$ cat src/rtl/uart_pkg.sv
// Shared UART definitions.
//   BAUD_DIV_DEF   : default clk cycles per bit (50 MHz / 19200 baud)
//   FIFO_DEPTH_DEF : default transmit FIFO depth
//   FRAME_BITS     : 8N1 frame length (start + 8 data + stop)
//   tx_state_t     : transmitter FSM states
//   frame_of()     : builds the LSB-first frame {stop, data, start}
package uart_pkg;

    localparam int unsigned BAUD_DIV_DEF   = 2604;
    localparam int unsigned FIFO_DEPTH_DEF = 4;
    localparam int unsigned FRAME_BITS     = 10;

    typedef enum logic [1:0] {
        IDLE  = 2'd0,
        LOAD  = 2'd1,
        SHIFT = 2'd2
    } tx_state_t;

    function automatic logic [FRAME_BITS-1:0] frame_of(input logic [7:0] b);
        return {1'b1, b, 1'b0};
    endfunction

endpackage

$ cat src/rtl/uart_tx_buf_if.sv
// Host-side handshake of the buffered UART transmitter.
//   trmt      : push strobe
//   tx_data   : byte sampled on the trmt cycle
//   clr_ovf   : clears the sticky overflow flag
//   tx_done   : last queued frame finished (level)
//   fifo_full : transmit FIFO full
//   ovf       : sticky, a push was dropped because the FIFO was full
// master = host logic, slave = transmitter.
interface uart_tx_buf_if;

    logic       trmt;
    logic [7:0] tx_data;
    logic       clr_ovf;
    logic       tx_done;
    logic       fifo_full;
    logic       ovf;

    modport master (
        output trmt, tx_data, clr_ovf,
        input  tx_done, fifo_full, ovf
    );

    modport slave (
        input  trmt, tx_data, clr_ovf,
        output tx_done, fifo_full, ovf
    );

endinterface

$ cat src/rtl/uart_tx_fifo.sv
// Synchronous show-ahead FIFO for the UART transmitter.
//   clk, rst_n : clock, asynchronous active-low reset (empties the FIFO)
//   wr_en      : write wr_data (ignored while full)
//   rd_en      : pop the head entry (ignored while empty)
//   rd_data    : current head entry, valid while !empty
//   full/empty : occupancy flags, derived from the registered pointers
// Pointers carry one extra wrap bit so full and empty are distinguishable.
module uart_tx_fifo #(
    parameter int unsigned DEPTH = 4,
    parameter int unsigned WIDTH = 8
) (
    input  logic             clk,
    input  logic             rst_n,
    input  logic             wr_en,
    input  logic [WIDTH-1:0] wr_data,
    input  logic             rd_en,
    output logic [WIDTH-1:0] rd_data,
    output logic             full,
    output logic             empty
);

    localparam int unsigned AW = $clog2(DEPTH);

    logic [AW:0]      r_wr_ptr;
    logic [AW:0]      r_rd_ptr;
    logic [WIDTH-1:0] r_mem [DEPTH];
    logic             w_do_wr;
    logic             w_do_rd;

    assign empty   = (r_wr_ptr == r_rd_ptr);
    assign full    = (r_wr_ptr[AW] != r_rd_ptr[AW]) &&
                     (r_wr_ptr[AW-1:0] == r_rd_ptr[AW-1:0]);
    assign w_do_wr = wr_en && !full;
    assign w_do_rd = rd_en && !empty;
    assign rd_data = r_mem[r_rd_ptr[AW-1:0]];

    always_ff @(posedge clk or negedge rst_n) begin
        if (!rst_n) begin
            r_wr_ptr <= '0;
            r_rd_ptr <= '0;
        end else begin
            if (w_do_wr) r_wr_ptr <= r_wr_ptr + (AW+1)'(1);
            if (w_do_rd) r_rd_ptr <= r_rd_ptr + (AW+1)'(1);
        end
    end

    always_ff @(posedge clk) begin
        if (w_do_wr) r_mem[r_wr_ptr[AW-1:0]] <= wr_data;
    end

endmodule

$ cat src/rtl/uart_tx_buf.sv
// Buffered 8N1 UART transmitter (start 0, 8 data LSB-first, stop 1).
//   clk, rst_n : clock, asynchronous active-low reset
//   bus        : host handshake (trmt/tx_data/clr_ovf in, tx_done/fifo_full/ovf out)
//   TX         : serial line, idle high, bit 0 of the shift register flop
// Bytes are queued in uart_tx_fifo and serialized back-to-back; the LOAD
// state between frames stretches the stop bit by one clock.
module uart_tx_buf
    import uart_pkg::*;
#(
    parameter int unsigned BAUD_DIV   = BAUD_DIV_DEF,
    parameter int unsigned FIFO_DEPTH = FIFO_DEPTH_DEF
) (
    input  logic          clk,
    input  logic          rst_n,
    uart_tx_buf_if.slave  bus,
    output logic          TX
);

    localparam int unsigned     BW        = (BAUD_DIV > 1) ? $clog2(BAUD_DIV) : 1;
    localparam logic [BW-1:0]   BAUD_LAST = BW'(BAUD_DIV - 1);
    localparam logic [3:0]      LAST_BIT  = 4'(FRAME_BITS - 1);

    tx_state_t               r_state;
    logic [BW-1:0]           r_baud_cnt;
    logic [3:0]              r_bit_cnt;
    logic [FRAME_BITS-1:0]   r_shift;
    logic                    r_tx_done;
    logic                    r_ovf;

    logic                    w_full;
    logic                    w_empty;
    logic                    w_wr_en;
    logic                    w_rd_en;
    logic [7:0]              w_rd_data;

    // Full is judged on the registered pointers, so a push in the same cycle
    // as a pop from a full FIFO is still rejected.
    assign w_wr_en = bus.trmt && !w_full;
    assign w_rd_en = (r_state == LOAD);

    uart_tx_fifo #(
        .DEPTH (FIFO_DEPTH),
        .WIDTH (8)
    ) u_fifo (
        .clk     (clk),
        .rst_n   (rst_n),
        .wr_en   (w_wr_en),
        .wr_data (bus.tx_data),
        .rd_en   (w_rd_en),
        .rd_data (w_rd_data),
        .full    (w_full),
        .empty   (w_empty)
    );

    // The shift register is filled with ones from the top, so once a frame
    // has shifted out it rests all-ones and TX idles high without a mux.
    always_ff @(posedge clk or negedge rst_n) begin
        if (!rst_n) begin
            r_state    <= IDLE;
            r_baud_cnt <= '0;
            r_bit_cnt  <= '0;
            r_shift    <= '1;
            r_tx_done  <= 1'b0;
        end else begin
            if (w_wr_en) r_tx_done <= 1'b0;
            case (r_state)
                IDLE: begin
                    if (!w_empty) r_state <= LOAD;
                end
                LOAD: begin
                    r_shift    <= frame_of(w_rd_data);
                    r_baud_cnt <= '0;
                    r_bit_cnt  <= '0;
                    r_state    <= SHIFT;
                end
                SHIFT: begin
                    if (r_baud_cnt == BAUD_LAST) begin
                        r_baud_cnt <= '0;
                        r_bit_cnt  <= r_bit_cnt + 4'd1;
                        r_shift    <= {1'b1, r_shift[FRAME_BITS-1:1]};
                        // Stop bit ends here: chain the next frame or finish.
                        if (r_bit_cnt == LAST_BIT) begin
                            if (!w_empty) begin
                                r_state <= LOAD;
                            end else begin
                                r_state <= IDLE;
                                // An accepted push this cycle keeps tx_done low.
                                if (!w_wr_en) r_tx_done <= 1'b1;
                            end
                        end
                    end else begin
                        r_baud_cnt <= r_baud_cnt + BW'(1);
                    end
                end
                default: r_state <= IDLE;
            endcase
        end
    end

    always_ff @(posedge clk or negedge rst_n) begin
        if (!rst_n)                      r_ovf <= 1'b0;
        else if (bus.trmt && w_full)     r_ovf <= 1'b1;
        else if (bus.clr_ovf)            r_ovf <= 1'b0;
    end

    assign TX            = r_shift[0];
    assign bus.tx_done   = r_tx_done;
    assign bus.fifo_full = w_full;
    assign bus.ovf       = r_ovf;

endmodule
$ cat src/flat_wrapper.sv
// flat-port wrapper written by rule: the top's interface ports become plain ports
module uart_tx_buf_flat import uart_pkg::*;
#(
    parameter int unsigned BAUD_DIV   = BAUD_DIV_DEF,
    parameter int unsigned FIFO_DEPTH = FIFO_DEPTH_DEF
)
  (clk, rst_n, TX, bus_trmt, bus_tx_data, bus_clr_ovf, bus_tx_done, bus_fifo_full, bus_ovf);
  uart_tx_buf_if bus_i ();
  input  logic clk;
  input  logic rst_n;
  output logic TX;
  input wire logic [$bits(bus_i.trmt)-1:0] bus_trmt;
  input wire logic [$bits(bus_i.tx_data)-1:0] bus_tx_data;
  input wire logic [$bits(bus_i.clr_ovf)-1:0] bus_clr_ovf;
  output wire logic [$bits(bus_i.tx_done)-1:0] bus_tx_done;
  output wire logic [$bits(bus_i.fifo_full)-1:0] bus_fifo_full;
  output wire logic [$bits(bus_i.ovf)-1:0] bus_ovf;
  assign bus_i.trmt = bus_trmt;
  assign bus_i.tx_data = bus_tx_data;
  assign bus_i.clr_ovf = bus_clr_ovf;
  assign bus_tx_done = bus_i.tx_done;
  assign bus_fifo_full = bus_i.fifo_full;
  assign bus_ovf = bus_i.ovf;
  uart_tx_buf #(.BAUD_DIV(BAUD_DIV), .FIFO_DEPTH(FIFO_DEPTH)) u_core (.clk(clk), .rst_n(rst_n), .bus(bus_i), .TX(TX));
endmodule
$ cat config.mk
export PLATFORM = sky130hd
export DESIGN_NAME = uart_tx_buf_flat
export DESIGN_NICKNAME = d
export VERILOG_FILES = /design/src/rtl/uart_pkg.sv /design/src/rtl/uart_tx_buf_if.sv /design/src/rtl/uart_tx_fifo.sv /design/src/rtl/uart_tx_buf.sv /design/src/flat_wrapper.sv
export SDC_FILE = /design/constraint.sdc
export NUM_CORES = 1
export LEC_CHECK = 0
export ABC_AREA = 1
export BUFFER_PORTS_ARGS = -buffer_cell sky130_fd_sc_hd__buf_2
export CAP_MARGIN = 0
export CORE_UTILIZATION = 50
export CTS_BUF_LIST = sky130_fd_sc_hd__clkbuf_4
export DETAILED_ROUTE_END_ITERATION = 7
export PLACE_DENSITY_LB_ADDON = 0.05
export SLEW_MARGIN = 20
export SYNTH_ARGS = -nofsm -noshare
export SYNTH_HDL_FRONTEND = slang
export SYNTH_HIERARCHICAL = 1
export SYNTH_SLANG_ARGS = --single-unit
$ cat constraint.sdc
create_clock -name clk -period 2.5 [get_ports clk]
set_clock_uncertainty 0.15 [all_clocks]
set_input_delay 0.125 -clock clk [delete_from_list [all_inputs] [get_ports clk]]
set_output_delay 0.125 -clock clk [all_outputs]
set_load 0.005 [all_outputs]
==> impl_metrics.tcl <==
set metrics [dict create \
    ys.flop_type "edfxtp_1" \
    cts-root-buf "clkbuf_4" \
    die-width_microns 85.60 \
    synthArstFlopShare_pct 52.24 \
    antenna_cells 0 \
    ir_drop_mv 0.5527 \
    cts_resized 0 \
    io_buffers 15 \
    grt_first_pass_wirelength_microns 11680 \
    route.detailed.drc 0 \
    syn2layout_area_growth_pct 11.89 \
    cts_buffers 9 \
    clk_latency_ns 0.41 \
    pin_count 16 \
    grt_pass1_vias 2451 \
    multiInputGateArea_sq_mm 0.001401 \
    rsz0062_at_grt "false" \
    antenna_left 0 \
    seq_area_frac_synth_pct 52.88 \
    drv_slew 0 \
    crit_fanout 12 \
    start_util_pct 51.72 \
    gr-usage-all-layers_pct 20.93 \
    cp.arrival_ns 2.18 \
    seq_area_sq_mm 0.001848 \
    routedWlPerCell_microns 14.00 \
    gp_congestion 0.9068 \
    synth_area_sq_mm 0.003495 \
    ys_types 32 \
    synth_seq_cells 67 \
    synth_nets 412 \
    finalHoldViolCount 0 \
    start_kind "flip-flop" \
    setup_ws_ns 0.2630 \
    setup_viol 0 \
    worst-slew-pin-transition_ns 0.7968 \
    die-height_microns 85.60 \
    relSlewSlack_pct 46.88 \
    antenna_found_initial 0 \
    period_needed_ns 2.237 \
    crit_type "flip-flop to flip-flop" \
    cts.sinks 67 \
    cts_tree "built" \
    grt_max_degree 36 \
    finalSetupTns_ns 0 \
    synth_area_leaders "edfxtp_1 (27%), dfrtp_1 (19%), nand2_1 (12%)" \
    fp.dieArea_sq_mm 0.007327 \
    cts_buffer_depth 2 \
    avgSynthCellArea_sq_um 9.007 \
    finalCritPeriodShare_pct 89.48 \
    dp_hpwl_microns 5021 \
    synth_cells 388 \
    synth_top_cell_by_area "edfxtp_1" \
    cap_violations 0 \
    required_ns 2.44 \
    viasPerCell 5.144 \
    cts_setup_buffers 0 \
    min_path_type "input pin to asynchronous set/reset pin" \
    nets 446 \
    htreeDepth 3 \
    power_density_mw_per_mm2 1025 \
    clkTransAtPathRegs_ns 0.14 \
    layout_commonest_cell "nand2_1" \
    layout-drive-gt1-share_pct 17.56 \
    fillCellCount 620 \
    synth-edff-count 32 \
    yosysWarnings 6 \
    timing.fmax_ghz 0.4470 \
    drtIter0Drc 184 \
    synth_top_area_share_pct 27.50 \
    core_area_sq_mm 0.006756 \
    firstDrtPassIters 4 \
    rows 30 \
    outcome "finished, final reports clean" \
    vias 2608 \
    pre_cts_slack_ns 0.2553 \
    p_leak_nw 1.776 \
    drt_wl_total_microns 7097 \
    cp-end-kind "flip-flop" \
    grt_overflow 0 \
    layout_common_cells "nand2_1 (109), nor2_1 (42), inv_1 (37)" \
]
==> metrics by stage <==
| step | area (sq um) | utilization [%] | std cells | total power, mW | hold WS [ns] |
|---|---|---|---|---|---|
| after detailed placement | 3638 | 53.85 | 479 | 3.236 | 0.1139 |
| after global placement | 3638 | 53.85 | 479 | 3.222 | 0.1165 |
| final | 3910 | 57.87 | 507 | 4.007 | 0.1725 |
| after floorplan | 3495 | - | 388 | 2.860 | -0.3206 |
| after global routing | 3910 | 57.87 | 507 | 4.321 | 0.2442 |
| after CTS | 3910 | 57.87 | 507 | 4.037 | 0.1891 |
==> kinds of logic (layout without fill, tap and decap cells) <==
| group | count (synthesis) | after routing | share of synthesized area [%] |
|---|---|---|---|
| xor+xnor | 7 | 7 | 1.969 |
| fa+ha+maj | 12 | 12 | 4.296 |
| simple gates | 218 | 218 | 28.71 |
| compound gates | 31 | 31 | 5.120 |
| buf+inv | 53 | 92 | 7.017 |
| flops | 67 | 67 | 52.88 |
==> registers in the layout, indices dropped and copies added (netlist names) <==
signal / count
u_core/bus.ovf: 1
u_core/bus.tx_done: 1
u_core/r_baud_cnt: 12
u_core/r_bit_cnt: 4
u_core/r_shift: 9
u_core/r_state: 2
u_core/u_fifo/r_mem: 32
u_core/u_fifo/r_rd_ptr: 3
u_core/u_fifo/r_wr_ptr: 3
==> synthesized netlist by cell type, types with 2 or more instances <==
master	number
xor2_1	5
ha_1	12
edfxtp_1	32
nand3_2	6
buf_2	4
o21ai_0	19
buf_4	3
nor2_1	42
nand3_1	33
dfstp_2	9
a21oi_1	2
nor2_2	5
nand4_1	12
nor3_2	2
inv_2	3
inv_1	37
nand2_2	3
or2_2	2
o22ai_1	8
buf_6	4
dfrtp_1	26
nand2_1	109
==> worst paths after layout <==
kind / from / endpoint / slack [ns] / cells after the start
max: u_core/u_fifo/r_rd_ptr[1] / u_core/u_fifo/r_mem[3][5] / 0.26 / 10
min: rst_n / u_core/r_bit_cnt[2] / 0.17 / 2
max reg2reg: u_core/u_fifo/r_rd_ptr[1] / u_core/u_fifo/r_mem[3][5] / 0.26 / 10
min reg2reg: u_core/r_shift[1] / u_core/r_shift[0] / 0.32 / 2
max in group asynchronous: rst_n / u_core/u_fifo/r_rd_ptr[1] / 1.52 / 2
min in group clk: u_core/r_shift[1] / u_core/r_shift[0] / 0.32 / 2
==> critical path, cell delays in order (launching register included) <==
cell	delay (ns)
dfrtp_1	0.53
inv_1	0.19
nand2_1	0.09
nand2_1	0.08
nand3_2	0.16
inv_1	0.08
nor2_1	0.15
nand2_1	0.07
inv_1	0.07
nand2_1	0.10
inv_1	0.26
==> cell type report <==
cell class / count / share of cell area, %
Tap cell: 80 / 2.560
Sequential cell: 67 / 47.26
Clock inverter: 7 / 2.144
Multi-Input combinational cell: 268 / 35.84
Timing Repair Buffer: 35 / 6.528
Clock buffer: 9 / 1.728
Inverter: 41 / 3.936
==> report_power, final <==
part | switching [mW] | internal (mW)
clock | 0.447 | 0.324
combinational | 1.04 | 0.550
sequential | 0.162 | 1.48
total | 1.65 | 2.36
==> metal layers <==
metal  vias to the layer above  part of all wire (%)  global-route usage [%]
met4                         0                   1.9                   8.636
met2                        43                    47                   34.40
li1                       1341                     -                       -
met1                      1212                    49                   27.76
met3                        12                   2.7                   3.369
met5                         -                     0                       0
==> timing repair <==
action / 4_1_cts / 5_1_grt
hold endpoints to repair: 60 / 0
hold buffers: 12 / 0
setup endpoints to repair: 0 / 0
No activity file was read; power rests on OpenSTA's default activity.
